$ cat src/rtl/sim_console.sv
// Memory-mapped console: TX FIFO feeding an 8N1 UART transmitter, plus sticky
// riscv-tests style tohost pass/fail latch.
module sim_console #(
    parameter int unsigned CLK_DIV    = 4,
    parameter int unsigned FIFO_DEPTH = 8
) (
    input  logic        clk,
    input  logic        rst,
    input  logic        req_i,
    input  logic        we_i,
    input  logic [3:0]  addr_i,
    input  logic [31:0] wdata_i,
    output logic [31:0] rdata_o,
    output logic        tx_o,
    output logic        test_done_o,
    output logic        test_pass_o,
    output logic [30:0] test_code_o
);

    localparam int unsigned AW = $clog2(FIFO_DEPTH);
    localparam int unsigned LW = $clog2(FIFO_DEPTH + 1);
    localparam logic [15:0] DIV_LAST = 16'(CLK_DIV - 1);

    typedef enum logic [1:0] {IDLE, START, DATA, STOP} tx_state_t;

    logic [7:0]    mem [FIFO_DEPTH];
    logic [AW-1:0] rd_ptr, wr_ptr;
    logic [LW-1:0] level;
    logic          full, empty, ovf;

    tx_state_t   state, state_n;
    logic [15:0] div_cnt, div_n;
    logic [2:0]  bit_idx, bit_n;
    logic [7:0]  shreg, sh_n;
    logic        tx_reg, tx_n;
    logic        pop, tick;

    logic        wr_en, rd_en, push_req, push_ok, stat_rd;
    logic [1:0]  word;
    logic [31:0] status;
    logic        unused_addr;

    assign unused_addr = ^addr_i[1:0];
    assign word     = addr_i[3:2];
    assign wr_en    = req_i & we_i;
    assign rd_en    = req_i & ~we_i;
    assign stat_rd  = rd_en && (word == 2'd1);
    assign push_req = wr_en && (word == 2'd0);
    // A pop in the same cycle frees the slot the push needs.
    assign push_ok  = push_req && (!full || pop);
    assign full     = (level == LW'(FIFO_DEPTH));
    assign empty    = (level == '0);
    assign status   = {20'b0, 4'(level), 4'b0, ovf, (state != IDLE), empty, full};

    always_ff @(posedge clk) begin
        if (push_ok) begin
            mem[wr_ptr] <= wdata_i[7:0];
        end
    end

    always_ff @(posedge clk) begin
        if (rst) begin
            rd_ptr <= '0;
            wr_ptr <= '0;
            level  <= '0;
            ovf    <= 1'b0;
        end else begin
            if (push_ok) wr_ptr <= wr_ptr + 1'b1;
            if (pop)     rd_ptr <= rd_ptr + 1'b1;
            level <= level + LW'(push_ok) - LW'(pop);
            // Read-to-clear loses against a drop in the same cycle.
            ovf   <= (ovf & ~stat_rd) | (push_req & ~push_ok);
        end
    end

    always_ff @(posedge clk) begin
        if (rst) begin
            rdata_o <= '0;
        end else begin
            rdata_o <= stat_rd ? status : '0;
        end
    end

    always_ff @(posedge clk) begin
        if (rst) begin
            test_done_o <= 1'b0;
            test_pass_o <= 1'b0;
            test_code_o <= '0;
        end else if (wr_en && (word == 2'd2) && wdata_i[0] && !test_done_o) begin
            test_done_o <= 1'b1;
            test_pass_o <= (wdata_i == 32'd1);
            test_code_o <= wdata_i[31:1];
        end
    end

    always_ff @(posedge clk) begin
        if (rst) begin
            state   <= IDLE;
            div_cnt <= '0;
            bit_idx <= '0;
            shreg   <= '0;
            tx_reg  <= 1'b1;
        end else begin
            state   <= state_n;
            div_cnt <= div_n;
            bit_idx <= bit_n;
            shreg   <= sh_n;
            tx_reg  <= tx_n;
        end
    end

    assign tick = (div_cnt == DIV_LAST);

    always_comb begin
        state_n = state;
        div_n   = div_cnt;
        bit_n   = bit_idx;
        sh_n    = shreg;
        tx_n    = tx_reg;
        pop     = 1'b0;
        case (state)
            IDLE: begin
                tx_n = 1'b1;
                if (!empty) begin
                    pop     = 1'b1;
                    sh_n    = mem[rd_ptr];
                    tx_n    = 1'b0;
                    div_n   = '0;
                    state_n = START;
                end
            end
            START: begin
                if (tick) begin
                    state_n = DATA;
                    div_n   = '0;
                    bit_n   = '0;
                    tx_n    = shreg[0];
                end else begin
                    div_n = div_cnt + 16'd1;
                end
            end
            DATA: begin
                if (tick) begin
                    div_n = '0;
                    if (bit_idx == 3'd7) begin
                        state_n = STOP;
                        tx_n    = 1'b1;
                    end else begin
                        bit_n = bit_idx + 3'd1;
                        sh_n  = shreg >> 1;
                        tx_n  = shreg[1];
                    end
                end else begin
                    div_n = div_cnt + 16'd1;
                end
            end
            STOP: begin
                if (tick) begin
                    state_n = IDLE;
                    div_n   = '0;
                end else begin
                    div_n = div_cnt + 16'd1;
                end
            end
            default: state_n = IDLE;
        endcase
    end

    assign tx_o = tx_reg;

endmodule
$ cat config.mk
export PLATFORM = sky130hd
export DESIGN_NAME = sim_console
export DESIGN_NICKNAME = d
export VERILOG_FILES = /design/src/rtl/sim_console.sv
export SDC_FILE = /design/constraint.sdc
export NUM_CORES = 1
export LEC_CHECK = 0
export BUFFER_PORTS_ARGS = -buffer_cell sky130_fd_sc_hd__clkbuf_2
export CAP_MARGIN = 20
export CELL_PAD_IN_SITES_DETAIL_PLACEMENT = 0
export CELL_PAD_IN_SITES_GLOBAL_PLACEMENT = 1
export CORE_MARGIN = 8
export CORE_UTILIZATION = 45
export CTS_CLUSTER_DIAMETER = 60
export CTS_CLUSTER_SIZE = 30
export DETAILED_ROUTE_END_ITERATION = 12
export PLACE_DENSITY_LB_ADDON = 0.1
export SLEW_MARGIN = 20
export SYNTH_ARGS = -nofsm -noshare
export SYNTH_HDL_FRONTEND = slang
export SYNTH_SLANG_ARGS = --single-unit
$ cat constraint.sdc
create_clock -name clk -period 2.97 [get_ports clk]
set_input_delay 0.297 -clock clk [delete_from_list [all_inputs] [get_ports clk]]
set_output_delay 0.297 -clock clk [all_outputs]
set_load 0.01 [all_outputs]
After elaboration in Yosys (flattened, before gate mapping)
Memory sizes are Yosys's and may differ from the RTL's. A register that Yosys moved wholly into a read port is not among the register bits.
Cells that the tools add are included.
- memories: 1
- logic and storage cells: 94
- bits in writable memories: 64
- output and inout bits: 66
- flip-flop bits (word level): 106
- memories (memory ; depth ; bits a word ; read ports ; clocked after Yosys merged registers in ; write ports ; RTL line ; source):
    mem ; 8 ; 8 ; 1 ; 1 ; 1 ; 26 ; logic [7:0] mem [FIFO_DEPTH];
- bitwise gates (word level): 8
- $add $sub $neg: 6
- eq/ne operators: 15
- multiplexer cells: 28
- reductions and logical operators: 22
- operators by type and width (kind ; number):
    32-bit by 1-bit == test with 1-bit output, second input constant ; 1
    16-bit two-way mux ; 2
    16-bit case mux with 2 select lines ; 1
    8-bit two-way mux ; 3
    16-bit by 1-bit adder with 16-bit output, second input constant ; 1
    16-bit by 2-bit == test with 1-bit output, second input constant ; 1
    8-bit case mux with 2 select lines ; 1
    3-bit two-way mux ; 5
    2-bit inequality test, second input constant ; 6
    2-bit two-way mux ; 5
    3-bit by 1-bit adder with 3-bit output, second input constant ; 3
    1-bit two-way mux ; 8
    2-bit case mux with 4 select lines ; 1
    4-bit AND reduction ; 2
    2-bit == test, second input constant ; 3
    1-bit logical AND ; 6
    3-bit case mux with 2 select lines ; 1
    2-bit nonzero test ; 3
    5-bit AND reduction ; 1
    4-bit by 1-bit adder with 4-bit output ; 1
    1-bit AND ; 4
    2-bit by 1-bit == test with 1-bit output, second input constant ; 2
    4-bit == test, second input constant ; 1
    2-bit zero test ; 2
    12 further kinds ; 15

Depth between registers and ports, before layout
- depth in word-level cells: 8
- gate-level depth with buffers: 12
- gate-level depth less buffers: 11

Worst setup path before layout
OpenSTA, ideal clock, no wires.
- kind: register -> register
- start: register level[2]
- end: register level[3]
- period minus slack after synthesis: 2423 ps
- arrival time: 2295 ps
- path slack: 547 ps
- buffers on the path: 1
- stages on the path, launching flop included: 13
- cell sequence: dfxtp_1 -> inv_1 -> ha_1 -> or3b_2 -> clkbuf_1 -> and2_0 -> o21ai_0 -> o21ai_0 -> ha_1 -> a21o_1 -> a21oi_1 -> xnor2_1 -> nor2_1
- cells in the longest elaborated chain, start to end: 7
- RTL lines (what ; RTL line ; source):
    start: declaration ; 28 ; logic [LW-1:0] level;
    start signal: assignment ; 70 ; level <= level + LW'(push_ok) - LW'(pop);
    4-bit zero test ; 52 ; assign empty = (level == '0);
    1-bit two-way mux ; 124 ; if (!empty) begin
    1-bit two-way mux ; 121 ; case (state)
    1-bit logical OR ; 50 ; assign push_ok = push_req && (!full || pop);
    1-bit logical AND ; 50 ;
    4-bit by 1-bit adder with 4-bit output ; 70 ;
    4-bit by 1-bit subtractor with 4-bit output (*) ; 70 ;
Every way passes the cells marked *; elsewhere a longest branch is shown, timed or not.
A chain may end at the register's enable or synchronous reset.

Worst setup path in the final report
- start: register level[2]
- end: register level[1]
Same word-level chain as after synthesis.

==> metrics <==
GRT Util Overall 16.5%; hpwl dp slightly above 10 mm; Routed WL per cell approximately 17 um; layout cell share with drive strength beyond 1 22.3%; max cap viols 0; vias in the first global route 4530; outcome completed; GP Congestion 0.766; clock-pin slew on the worst setup and hold paths 60 ps; Final Setup Violations 0; first-pass GRT wire length 24.0 mm; Pleak approximately 2.8 nW; CTS resizes 0; crit path kind reg2reg; Initial Utilization a little under half; IO Count 106; row cnt 44; slew at the pin with the worst max-slew slack 798 ps; Worst EP arrival roughly 3000 ps; Num CTS Buffers 17; final worst-path cycle share about 90%; RSZ-0062 raised after global routing no; most used routing layer met2; routed vias 4546; Final ANT Viol Nets 0; Max-slew headroom a little under half; initial antenna violation count 0; WP data required 3310 ps; post-CTS setup buffers 0; fin crit period 2670 ps; Peak Freq ~380 MHz; Pins Over Slew Limit 0; nets 719; die area 0.0187 mm2; power density over cell area ~730 mW/mm2; synth warn 0; CTS H-tree depth 4; Die W 137 um; top-area cell type share of the netlist area 29.3%; core area 0.0144 mm2; PortBufs between 70 and 80; hold_buf cts 0; multi-input logic area 0.00264 mm2; DRT Wirelength 14.9 mm; Max Root-Sink Buffers 2; grt met1 use 20.5%; area grow syn2layout 16.3%; final hold vios 0; clock root cell clkbuf_16; GRT overflow 0; GR met3 Demand/Resource 4.66%; crit-path max FO 6; R2R setup slack 300 ps; Seq/Total Area, Yosys 55.3%; largest net degree at the start of global routing 50; CP endpoint kind register; EDFF count, synth 64; setup TNS 0 ps; Die Y 137 um; netlist area before placement 0.00655 mm2; DRC viols 0; DRT Pass-1 Iters 4; top-count cell post-synth nand2_1; CTS Sinks 149; Synth Register Bits 149; Netlist cell types 64; VDD IR max around 0.00047 V; number of fill cells 1269; antenna cells 0; synth top area cells edfxtp_1, dfxtp_1, nand2_1, a21oi_1, mux4_1; Synth top cells by count nand2_1, dfxtp_1, edfxtp_1; Finished Core Util 53.0%; post-synth top area cell edfxtp_1; skew final about 22 ps; Reg area 0.00362 mm2; Post-Syn Area per Cell 11.3 um2; met2 usage a little over a quarter; TritonCTS clock tree yes; Synth async-reset ratio 0%; Mapped Cells 579; CP startpoint kind register; Main synth FF type dfxtp_1; vias per cell 5.29; Min-Delay Path Class in2reg; clock latency on the worst-skew pair 430 ps; Initial DRC Count 333
metrics by stage:
| stage | power [mW] | hold WS (ps) | worst slack, ps | std cells | area, um2 |
|---|---|---|---|---|---|
| after floorplan | 3.33 | 396 | 547 | 602 | 6640 |
| after global placement | 3.56 | 440 | 394 | 828 | 7050 |
| after detailed placement | 3.60 | 449 | 315 | 828 | 7050 |
| after CTS | 5.65 | 82.0 | 288 | 860 | 7620 |
| after global routing | 5.89 | 95.1 | 84.0 | 860 | 7620 |
| final | 5.58 | 101 | 305 | 860 | 7620 |
where the power goes:
part	internal, mW	switching (mW)
registers	2.25	0.105
logic	0.530	0.665
clock network	1.11	0.924
cells in the final DEF, fill, tap and decap left out, types with 4 or more instances in the layout:
| master | n |
|---|---|
| a21oi_1 | 57 |
| a22o_1 | 4 |
| and2_1 | 4 |
| buf_4 | 16 |
| clkbuf_16 | 17 |
| clkbuf_2 | 79 |
| conb_1 | 24 |
| dfxtp_1 | 85 |
| edfxtp_1 | 64 |
| ha_1 | 15 |
| inv_1 | 12 |
| inv_6 | 4 |
| inv_8 | 4 |
| mux2_2 | 7 |
| mux4_1 | 10 |
| mux4_2 | 6 |
| nand2_1 | 87 |
| nand2b_1 | 15 |
| nand3_1 | 12 |
| nand4_1 | 6 |
| nor2_1 | 22 |
| nor2b_1 | 4 |
| nor3_1 | 8 |
| nor4_1 | 15 |
| o2111ai_1 | 7 |
| o21ai_0 | 19 |
| or3_1 | 6 |
| xnor2_1 | 5 |
registers in the layout, indices dropped and copies added, names as in the netlist, 4 cells and up, named ones only:
register and flops:
level 4, div_cnt 16, mem 64, shreg 8
rdata_o 8, test_code_o 31
path summary, 6_finish.rpt:
| check | startpoint | to | cells past startpoint |
|---|---|---|---|
| hold reg to reg | test_pass_o | test_pass_o | 2 |
| setup reg to reg | level[2] | level[1] | 10 |
| hold / removal | wdata_i[11] | test_code_o[10] | 3 |
| setup / recovery | level[2] | level[1] | 10 |
worst max-delay path, cell delays in order, from the launching register on:
cell and delay, ps:
dfxtp_1 300, inv_1 120, ha_1 200, or3b_2 540, and2_0 290, o21ai_0 190
o21ai_0 150, ha_1 230, inv_1 70, fa_1 400, nor2_1 110
kinds of logic after synthesis:
family | Yosys count | share of synthesized area [%]
AO/OA/AOI/OAI | 110 | 10.3
XOR/XNOR | 8 | 1.07
adder cells (fa/ha/maj) | 16 | 3.17
buffers and inverters | 65 | 5.83
flip-flops | 149 | 55.3
multiplexers | 26 | 7.74
other | 1 | 0.0573
AND/OR/NAND/NOR | 204 | 16.6
area by class of cell:
type                       count  share of cell area [%]
sequential                   149                    47.6
tap                          184                    3.02
inverter                      12                   0.591
clock buffer                  17                    5.59
multi-input combinational    388                    34.6
clock inverter                15                    1.84
timing repair buffer          95                    6.77
per-layer routing:
layer	wire, um	vias up
met2	7370	90
li1	-	2250
met1	6630	2198
met4	110	0
met5	0	-
met3	771	8
Note: power is estimated with default switching activity, not from simulation.
